$ cat src/rtl/fib_port_arbiter_pkg.sv
// rtl/fib_port_arbiter_pkg.sv - shared header codes, packet lengths and FSM encoding
package fib_port_arbiter_pkg;
    localparam logic [3:0] HDR_INTEREST     = 4'h7;
    localparam logic [3:0] HDR_DATA         = 4'h3;
    localparam int         INTEREST_LEN_DEF = 9;
    localparam int         DATA_LEN_DEF     = 41;

    typedef enum logic [1:0] {
        ST_IDLE   = 2'd0,
        ST_HEADER = 2'd1,
        ST_BODY   = 2'd2,
        ST_DONE   = 2'd3
    } state_t;

    function automatic logic hdr_known(input logic [3:0] nib);
        return (nib == HDR_INTEREST) || (nib == HDR_DATA);
    endfunction
endpackage

$ cat src/rtl/fib_rr_arbiter.sv
// rtl/fib_rr_arbiter.sv - two-way round-robin pick; pointer remembers the last winner
module fib_rr_arbiter (
    input  logic clk,
    input  logic rst,
    input  logic req_a,
    input  logic req_b,
    input  logic take,
    output logic pick,
    output logic any
);
    logic last_b;

    // Contention goes to whoever did not win last time; a lone request always wins.
    always_comb begin
        any  = req_a | req_b;
        pick = (req_a && req_b) ? ~last_b : req_b;
    end

    always_ff @(posedge clk) begin
        if (rst) begin
            last_b <= 1'b1;
        end else if (take && any) begin
            last_b <= pick;
        end
    end
endmodule

$ cat src/rtl/fib_port_arbiter.sv
// rtl/fib_port_arbiter.sv - grants the FIB byte stream to SPI ingress or PIT egress, one packet at a time
module fib_port_arbiter
    import fib_port_arbiter_pkg::*;
#(
    parameter int TIMEOUT_CYCLES = 64,
    parameter int INTEREST_LEN   = INTEREST_LEN_DEF,
    parameter int DATA_LEN       = DATA_LEN_DEF
) (
    input  logic       clk,
    input  logic       rst,
    input  logic       spi_req,
    input  logic       spi_byte_valid,
    input  logic [7:0] spi_byte,
    input  logic       pit_req,
    input  logic       pit_byte_valid,
    input  logic [7:0] pit_byte,
    output logic       spi_gnt,
    output logic       pit_gnt,
    output logic [7:0] fib_byte,
    output logic       fib_byte_valid,
    output logic       fib_src,
    output logic       fib_sop,
    output logic       fib_eop,
    output logic       fib_abort,
    output logic       err_bad_type,
    output logic       err_timeout
);
    localparam int IW = $clog2(TIMEOUT_CYCLES + 1);

    state_t         state, state_n;
    logic           src_n, is_data, is_data_n;
    logic [5:0]     cnt, cnt_n, len_cur;
    logic [IW-1:0]  idle, idle_n;
    logic [7:0]     byte_n;
    logic           valid_n, sop_n, eop_n, abort_n, bad_n, tmo_n;
    logic           pick, any_req, busy;
    logic           g_valid;
    logic [7:0]     g_byte;

    fib_rr_arbiter u_rr (
        .clk   (clk),
        .rst   (rst),
        .req_a (spi_req),
        .req_b (pit_req),
        .take  (state == ST_IDLE),
        .pick  (pick),
        .any   (any_req)
    );

    assign busy    = (state == ST_HEADER) || (state == ST_BODY);
    assign spi_gnt = busy && !fib_src;
    assign pit_gnt = busy && fib_src;
    assign g_valid = fib_src ? pit_byte_valid : spi_byte_valid;
    assign g_byte  = fib_src ? pit_byte : spi_byte;
    assign len_cur = is_data ? DATA_LEN[5:0] : INTEREST_LEN[5:0];

    always_comb begin
        state_n   = state;
        src_n     = fib_src;
        is_data_n = is_data;
        cnt_n     = cnt;
        idle_n    = idle;
        byte_n    = 8'h00;
        valid_n   = 1'b0;
        sop_n     = 1'b0;
        eop_n     = 1'b0;
        abort_n   = 1'b0;
        bad_n     = 1'b0;
        tmo_n     = 1'b0;
        case (state)
            ST_IDLE: begin
                if (any_req) begin
                    state_n = ST_HEADER;
                    src_n   = pick;
                    cnt_n   = '0;
                    idle_n  = '0;
                end
            end
            ST_HEADER, ST_BODY: begin
                // A granted byte always wins over an idle expiry in the same cycle.
                if (g_valid) begin
                    idle_n = '0;
                    if (state == ST_HEADER && !hdr_known(g_byte[7:4])) begin
                        bad_n   = 1'b1;
                        state_n = ST_DONE;
                    end else begin
                        byte_n  = g_byte;
                        valid_n = 1'b1;
                        if (state == ST_HEADER) begin
                            sop_n     = 1'b1;
                            cnt_n     = 6'd1;
                            is_data_n = (g_byte[7:4] == HDR_DATA);
                            state_n   = ST_BODY;
                        end else begin
                            cnt_n = cnt + 6'd1;
                            if (cnt + 6'd1 == len_cur) begin
                                eop_n   = 1'b1;
                                state_n = ST_DONE;
                            end
                        end
                    end
                end else if (idle == IW'(TIMEOUT_CYCLES - 1)) begin
                    tmo_n   = 1'b1;
                    abort_n = 1'b1;
                    state_n = ST_DONE;
                end else begin
                    idle_n = idle + IW'(1);
                end
            end
            default: begin
                state_n = ST_IDLE;
                cnt_n   = '0;
                idle_n  = '0;
            end
        endcase
    end

    always_ff @(posedge clk) begin
        if (rst) begin
            state          <= ST_IDLE;
            fib_src        <= 1'b0;
            is_data        <= 1'b0;
            cnt            <= '0;
            idle           <= '0;
            fib_byte       <= 8'h00;
            fib_byte_valid <= 1'b0;
            fib_sop        <= 1'b0;
            fib_eop        <= 1'b0;
            fib_abort      <= 1'b0;
            err_bad_type   <= 1'b0;
            err_timeout    <= 1'b0;
        end else begin
            state          <= state_n;
            fib_src        <= src_n;
            is_data        <= is_data_n;
            cnt            <= cnt_n;
            idle           <= idle_n;
            fib_byte       <= byte_n;
            fib_byte_valid <= valid_n;
            fib_sop        <= sop_n;
            fib_eop        <= eop_n;
            fib_abort      <= abort_n;
            err_bad_type   <= bad_n;
            err_timeout    <= tmo_n;
        end
    end
endmodule

$ cat config.mk
export PLATFORM = sky130hd
export DESIGN_NAME = fib_port_arbiter
export DESIGN_NICKNAME = d
export VERILOG_FILES = /design/src/rtl/fib_port_arbiter_pkg.sv /design/src/rtl/fib_rr_arbiter.sv /design/src/rtl/fib_port_arbiter.sv
export SDC_FILE = /design/constraint.sdc
export NUM_CORES = 1
export LEC_CHECK = 0
export CAP_MARGIN = 20
export CORE_MARGIN = 2
export CORE_UTILIZATION = 27
export CTS_CLUSTER_DIAMETER = 40
export DETAILED_ROUTE_END_ITERATION = 10
export PLACE_DENSITY = 0.46
export RECOVER_POWER = 100
export REMOVE_ABC_BUFFERS = 1
export SLEW_MARGIN = 0
export SYNTH_ARGS = -nofsm -noshare
export SYNTH_HDL_FRONTEND = slang
export SYNTH_SLANG_ARGS = --single-unit
export TNS_END_PERCENT = 10
$ cat constraint.sdc
create_clock -name clk -period 5.7 [get_ports clk]
set_input_delay 0.57 -clock clk [delete_from_list [all_inputs] [get_ports clk]]
set_output_delay 0.57 -clock clk [all_outputs]
set_load 0.03 [all_outputs]
# After elaboration in Yosys (flattened, before gate mapping)

Cells that the tools add are included.

Logic and storage cells: 76
Register bits after elaboration: 31
Output and inout bits: 17
Input bits: 22

Equal/unequal tests: 12
Muxes and demuxes: 25
Add/sub/neg operators: 2
Reductions and logical operators: 20
Bitwise logic cells: 5

Operators with widths:

| operator                                                               | number |
|---|---|
| 6-bit two-way mux                                                      | 5 |
| 7-bit two-way mux                                                      | 3 |
| 7-bit one-hot mux with 2 select lines                                  | 1 |
| 2-bit two-way mux                                                      | 6 |
| 6-bit one-hot mux with 2 select lines                                  | 1 |
| 8-bit two-way mux                                                      | 1 |
| 7-bit by 1-bit adder with 7-bit output (second input constant)         | 1 |
| 7-bit by 6-bit equality test with 1-bit output (second input constant) | 1 |
| 1-bit two-way mux                                                      | 7 |
| 6-bit by 1-bit adder with 6-bit output (second input constant)         | 1 |
| 6-bit equality test                                                    | 1 |
| 2-bit inequality test (second input constant)                          | 3 |
| 3-bit inequality test (second input constant)                          | 2 |
| 3-bit AND reduction                                                    | 2 |
| 3-bit OR reduction                                                     | 2 |
| 1-bit logical AND                                                      | 5 |
| 5-bit inequality test (second input constant)                          | 1 |
| 5-bit OR reduction                                                     | 1 |
| 4-bit by 2-bit equality test with 1-bit output (second input constant) | 1 |
| 4-bit by 3-bit equality test with 1-bit output (second input constant) | 1 |
| 1-bit NOT                                                              | 4 |
| 2-bit one-hot mux with 2 select lines                                  | 1 |
| 2-bit AND reduction                                                    | 2 |
| 4-bit AND reduction                                                    | 1 |
| 8 further kinds                                                        | 10 |

# Logic depth before layout (Yosys ltp)

Gate-level depths: netlist of the first run.

Depth after elaboration: 8
Depth in mapped cells: 8
Gate-level depth less buffers: 7

# Hierarchy

A second synthesis of the first run with hierarchy kept.

Cells, all modules: 172
Area, all modules: 1511.4 sq um

By module, submodules not included:

| module           | times used | area each (sq um) | cells an instance | sequential area each (sq um) |
|---|---|---|---|---|
| fib_port_arbiter | 1          | 1455.1            | 166               | 600.6 |
| fib_rr_arbiter   | 1          | 56.3              | 6                 | 20.0 |

# Least setup slack after synthesis of the first run

OpenSTA, ideal clock, no wires.

Path kind: register to output
From: reg fib_src
To: out pit_gnt
Required time: 5.130 ns
Buffers on the path: 1
Cell stages (with the launch flop): 3
Data arrival time: 1.368 ns
Setup slack: 3.762 ns
Path through: dfxtp_1 buf_1 and2_1

Longest elaborated chain between the ends: 1

RTL lines:

| item                   | line                    | source |
|---|---|---|
| from (decl)            | fib_port_arbiter.sv:21  | `output logic fib_src,` |
| from (signal assigned) | fib_port_arbiter.sv:134 | `fib_src <= src_n;` |
| 1-bit logical AND      | fib_port_arbiter.sv:52  | `assign pit_gnt = busy && fib_src;` |
| to (decl)              | fib_port_arbiter.sv:18  | `output logic pit_gnt,` |

Every way passes these cells.

# Worst setup path in the final report of the first run

From: reg state[0]
To: out spi_gnt

Longest elaborated chain between the ends: 3
Elaborated cells between the ends (all ways): 4
Those cells by class: 2 x eq/ne; 2 x reduce/logical

RTL lines:

| item                                                                                         | line                    | source |
|---|---|---|
| from (decl)                                                                                  | fib_port_arbiter.sv:30  | `state_t state, state_n;` |
| from (signal assigned)                                                                       | fib_port_arbiter.sv:133 | `state <= state_n;` |
| 2-bit by 1-bit equality test with 1-bit output / 2-bit equality test (equally long branches) | fib_port_arbiter.sv:50  | `assign busy = (state == ST_HEADER) \|\| (state == ST_BODY);` |
| 1-bit logical OR *                                                                           | fib_port_arbiter.sv:50  |  |
| 1-bit logical AND *                                                                          | fib_port_arbiter.sv:51  | `assign spi_gnt = busy && !fib_src;` |
| to (decl)                                                                                    | fib_port_arbiter.sv:17  | `output logic spi_gnt,` |

Mark *: on every way between the ends. The rest lies on a longest branch, timed or not.

==> results of run 1 <==
[stage by stage]
stage	instance area, sq um	hold slack, ns
final	2050	0.463
after global routing	2050	0.504
after CTS	2060	0.464
after detailed placement	1950	0.449
after global placement	1950	0.448
after floorplan	1480	0.432
[worst max-delay path, delay by kind of cell (launching register included)]
kind | cells | cell delay, ns
buffers and inverters | 3 | 0.94
flip-flops | 1 | 0.41
adder cells (fa/ha/maj) | 1 | 0.38
AND/OR/NAND/NOR | 1 | 0.12
[flip-flops by register name, indices dropped and copies added, names as in the netlist]
signal and flops:
fib_src 1, is_data 1, fib_byte_valid 1, cnt 6, err_timeout 1, state 2
fib_sop 1, fib_eop 1, fib_byte 8, err_bad_type 1, u_rr.last_b 1, idle 7
[Yosys cell counts, drive strengths merged, types with 4 or more instances]
cell type	count
dfxtp	31
nor2	26
mux2i	10
nand2	10
a21oi	9
inv	9
ha	7
nor3	6
o21ai	6
buf	5
nand3	5
o211ai	5
xor2	5
clkbuf	4
[cell families after synthesis]
family	count (synthesis)
flip-flops	31
XOR/XNOR	6
AO/OA/AOI/OAI	34
adder cells (fa/ha/maj)	7
multiplexers	12
AND/OR/NAND/NOR	66
buffers and inverters	18
[final cells by class]
type | count | area [sq um] | area share [%]
inverters | 9 | 33.8 | 1.65
well taps | 72 | 90.1 | 4.39
flip-flops and latches | 31 | 621 | 30.3
clock buffers | 7 | 96.3 | 4.70
clock inverters | 1 | 7.51 | 0.366
multi-input cells | 125 | 822 | 40.1
repair buffers | 38 | 380 | 18.5
[power breakdown]
part           leakage, nW  total [mW]  internal, mW  switching, mW
Clock               0.0505       0.192         0.110         0.0823
Combinational        0.488       0.308         0.124          0.184
Sequential           0.251       0.267         0.243         0.0247
Total                0.790       0.767         0.476          0.291
[final timing paths]
check                                             end  slack [ns]  depth (start not counted)
worst min-delay path             idle[6]$_SDFFE_PP0P_        0.46                          2
worst min register to register   idle[6]$_SDFFE_PP0P_        0.46                          2
worst max register to register  state[0]$_SDFFE_PP0P_        3.18                          5
worst max-delay path                          spi_gnt        3.00                          5
[per-layer routing]
metal / GRT usage (%) / share of wire (%) / vias up
li1: - / - / 683
met1: 16.2 / 48 / 618
met2: 18.6 / 48 / 18
met3: 2.16 / 2.2 / 7
met4: 6.38 / 2.0 / 0
met5: 0 / 0 / -
==> results.sh, run 1 <==
export IMPL_io_pin_count=39
export IMPL_yosys_warnings=0
export IMPL_place_ws_ns=3.21
export IMPL_drive_above_1_share_pct=6.16
export IMPL_worstReg2RegStart="fib_src$_SDFFE_PP0P_"
export IMPL_max_slew_margin_rel_pct=52.7
export IMPL_final_common_cell="dfxtp_1"
export IMPL_area_growth_pct=34.3
export IMPL_setup_viol=0
export IMPL_setup_ws_ns=3.00
export IMPL_io_buffers=38
export IMPL_dp_hpwl_microns=2710
export IMPL_synth_compound_area_share_pct=15.0
export IMPL_initial_core_util_pct=27.9
export IMPL_critPathMaxStageDelay_ns=0.76
export IMPL_finClkSkew_ns=0.00717
export IMPL_synth_seq_area_share_pct=40.7
export IMPL_nFillCells=574
export IMPL_final_core_util_pct=37.5
export IMPL_required_ns=5.13
export IMPL_gr_total_overflow=0
export IMPL_dr_pass1_iters=4
export IMPL_insertedDiodeCount=0
export IMPL_grt_pass1_wl_microns=5970
export IMPL_cts_root_buf="clkbuf_8"
export IMPL_place_congestion=0.778
export IMPL_cp_common_cell="inv_1"
export IMPL_yosysUniqueCellTypes=47
export IMPL_synth_ff_latch_count=31
export IMPL_p_per_area_nw_per_um2=374
export IMPL_worstPathCellList="inv_1, ha_1, inv_1, nor2_1, dlygate4sd3_1"
export IMPL_fmax_mhz=370
export IMPL_critPathKind="reg2out"
export IMPL_avgSynthCellArea_sq_um=8.77
export IMPL_async_flop_share_pct=0
export IMPL_cts_buffers=5
export IMPL_clk_latency_ns=0.28
export IMPL_cts_hold_buf=0
export IMPL_synth_main_ff_cell="dfxtp_1"
export IMPL_place_inst=275
export IMPL_row_count=27
export IMPL_synth_top_family_by_area="simple AND/OR/NAND/NOR gates"
export IMPL_cts_setup_buffers=0
export IMPL_routed_via_count=1326
export IMPL_core_area_sq_um=5470
export IMPL_maxSlewViolCount=0
export IMPL_slowest_stage="dlygate4sd3_1"
export IMPL_grt_pass1_vias=1308
export IMPL_drt_iter0_drc=54
export IMPL_critPathCaptureType="output pin"
export IMPL_synthCells=174
export IMPL_synthAdderAreaFrac_pct=5.74
export IMPL_die_h_microns=79.2
export IMPL_htreeDepth=2
export IMPL_die_area_sq_um=6270
export IMPL_hold_violations=0
export IMPL_cts_tree="done"
export IMPL_synthTopCellsByArea="dfxtp_1 41%, mux2i_1 6.6%, nor2_1 6.4%, ha_1 5.7%, a21oi_1 3.0%"
export IMPL_muxShareOfSynthArea_pct=8.28
export IMPL_layout_common_cells="31 x dfxtp_1, 26 x nor2_1, 20 x clkdlybuf4s50_1"
export IMPL_synth_edff_count=0
export IMPL_cp_max_fo=7
export IMPL_synth_simple_area_share_pct=21.9
export IMPL_wl_per_cell_microns=12.5
export IMPL_via_per_inst=4.69
export IMPL_tightest_slew_ns=0.708
export IMPL_crit_path_start="state[0]$_SDFFE_PP0P_"
export IMPL_synth_top_area_share_pct=40.7
export IMPL_grt_max_degree=18
export IMPL_antenna_found_initial=0
export IMPL_final_cells=283
export IMPL_period_minus_slack_ns=2.70
export IMPL_cp_data_arrival_time_ns=2.13
export IMPL_clockBufferDepth=2
export IMPL_die_w_microns=79.2
export IMPL_yosys_area_top_type="dfxtp_1"
export IMPL_finalCritPeriodShare_pct=47.4
export IMPL_rsz0062_at_grt="false"
export IMPL_cts_num_sinks=31
export IMPL_outcome="finished, final reports clean"
export IMPL_startpoint_type="register"
export IMPL_p_leak_nw=0.790
export IMPL_cap_violations=0
export IMPL_antenna_left=0
export IMPL_yosys_area_share_xor_xnor_pct=3.44
export IMPL_finalPower_mw=0.767
export IMPL_irDropWorstVdd_uv=149
export IMPL_hp_start="idle[6]$_SDFFE_PP0P_"
export IMPL_wl_microns=3530
export IMPL_synth_area_sq_um=1530
export IMPL_route_detailed_drc=0
export IMPL_setup_tns_ns=0
export IMPL_cts_resized=0
export IMPL_clk_pin_slew_ns=0.07
export IMPL_gr_usage_all_layers_pct=12.1
export IMPL_nets=239
export IMPL_worstHoldPathType="reg2reg"
Note: power is estimated with default switching activity, not from simulation.
==> inputs of run 2 (changes only) <==
==> constraint.sdc (replaced) <==
create_clock -name clk -period 2.54 [get_ports clk]
set_input_delay 0.254 -clock clk [delete_from_list [all_inputs] [get_ports clk]]
set_output_delay 0.254 -clock clk [all_outputs]
set_load 0.03 [all_outputs]
==> results.sh, run 2 (same netlist as run 1, synthesis figures left out) <==
export IMPL_io_pin_count=39
export IMPL_largest_reg_flops=8
export IMPL_maxSlewViolCount=0
export IMPL_io_buffers=38
export IMPL_area_growth_pct=34.4
export IMPL_critPathMaxStageDelay_ns=0.68
export IMPL_dr_pass1_iters=4
export IMPL_cts_buffers=5
export IMPL_grt_pass1_vias=1322
export IMPL_cts_hold_buf=0
export IMPL_via_per_inst=4.67
export IMPL_place_ws_ns=0.419
export IMPL_setup_ws_ns=0.238
export IMPL_critPathKind="reg2out"
export IMPL_grt_max_degree=17
export IMPL_top_regs="fib_byte (8), idle (7), cnt (6)"
export IMPL_routed_via_count=1339
export IMPL_setup_tns_ns=0
export IMPL_grt_pass1_wl_microns=5910
export IMPL_row_count=27
export IMPL_core_area_sq_um=5470
export IMPL_startpoint_type="register"
export IMPL_cp_data_arrival_time_ns=2.05
export IMPL_finalCritPeriodShare_pct=90.6
export IMPL_gr_usage_all_layers_pct=12.1
export IMPL_clockBufferDepth=2
export IMPL_initial_core_util_pct=27.9
export IMPL_die_area_sq_um=6270
export IMPL_drive_above_1_share_pct=6.51
export IMPL_required_ns=2.29
export IMPL_cap_violations=0
export IMPL_drt_iter0_drc=39
export IMPL_worstPathCellList="inv_1, ha_1, inv_1, nor2_1, clkdlybuf4s50_1"
export IMPL_cts_resized=0
export IMPL_regMostFlops="fib_byte"
export IMPL_wl_per_cell_microns=12.7
export IMPL_wl_microns=3650
export IMPL_dp_hpwl_microns=2810
export IMPL_die_w_microns=79.2
export IMPL_cts_tree="done"
export IMPL_antenna_found_initial=0
export IMPL_cp_common_cell="inv_1"
export IMPL_max_slew_margin_rel_pct=64.3
export IMPL_place_congestion=0.834
export IMPL_die_h_microns=79.2
export IMPL_nets=243
export IMPL_fmax_mhz=434
export IMPL_critPathCaptureType="output pin"
export IMPL_irDropWorstVdd_uv=321
export IMPL_gr_total_overflow=0
export IMPL_cts_root_buf="clkbuf_8"
export IMPL_setup_viol=0
export IMPL_layout_common_cells="31 x dfxtp_1, 26 x nor2_1, 22 x clkdlybuf4s50_1"
export IMPL_antenna_left=0
export IMPL_clk_pin_slew_ns=0.06
export IMPL_p_leak_nw=0.798
export IMPL_clk_latency_ns=0.27
export IMPL_outcome="finished, final reports clean"
export IMPL_hold_violations=0
export IMPL_route_detailed_drc=0
export IMPL_cp_max_fo=7
export IMPL_finClkSkew_ns=0.00328
export IMPL_insertedDiodeCount=0
export IMPL_cts_setup_buffers=0
export IMPL_tightest_slew_ns=0.536
export IMPL_period_minus_slack_ns=2.30
export IMPL_slowest_stage="clkdlybuf4s50_1"
export IMPL_rsz0062_at_grt="false"
export IMPL_nFillCells=583
export IMPL_p_per_area_nw_per_um2=825
export IMPL_htreeDepth=2
export IMPL_final_common_cell="dfxtp_1"
export IMPL_worstHoldPathType="reg2reg"
export IMPL_cts_num_sinks=31
==> run 2: per-stage QoR <==
step / instances / hold WS [ns] / util [%] / power, mW / area [sq um]
after floorplan: 165 / 0.323 / - / 1.10 / 1480
after global placement: 279 / 0.443 / 36.3 / 1.36 / 1980
after detailed placement: 279 / 0.451 / 36.3 / 1.37 / 1980
after CTS: 287 / 0.463 / 37.7 / 1.75 / 2070
after global routing: 287 / 0.478 / 37.5 / 1.82 / 2050
final: 287 / 0.464 / 37.5 / 1.69 / 2050
==> run 2: metal layers <==
layer  global-route usage, %  up-vias  part of all wire [%]
met3                    3.52        2                   2.2
met2                    18.6       20                    49
met4                    6.21        0                   1.1
li1                        -      688                     -
met5                       0        -                     0
met1                    15.5      629                    48
==> run 2: worst max-delay path, delay by kind of cell, from the launching register on <==
| family | cells | cell delay [ns] |
|---|---|---|
| and+or+nand+nor | 1 | 0.11 |
| DFF | 1 | 0.41 |
| buffers and inverters | 3 | 0.86 |
| adders and majority gates | 1 | 0.39 |
==> run 2: path summary, 6_finish.rpt <==
path,slack (ns),endpoint,from,cells past startpoint
setup / recovery,0.24,spi_gnt,state[0]$_SDFFE_PP0P_,5
hold / removal,0.46,idle[6]$_SDFFE_PP0P_,idle[6]$_SDFFE_PP0P_,2
setup reg to reg,0.25,state[0]$_SDFFE_PP0P_,state[0]$_SDFFE_PP0P_,7
hold reg to reg,0.46,idle[6]$_SDFFE_PP0P_,idle[6]$_SDFFE_PP0P_,2
==> run 2: power by group <==
group | switching (mW) | internal (mW)
combinational | 0.436 | 0.301
sequential | 0.0483 | 0.545
clock | 0.171 | 0.192
==> run 2: cell type report <==
class                           count  area, sq um  share of cell area [%]
Tap cell                           72         90.1                    4.39
Multi-Input combinational cell    125          820                    39.9
Inverter                            9         33.8                    1.65
Clock buffer                        7         76.3                    3.72
Sequential cell                    31          621                    30.2
Clock inverter                      1         5.00                   0.244
Timing Repair Buffer               42          407                    19.8
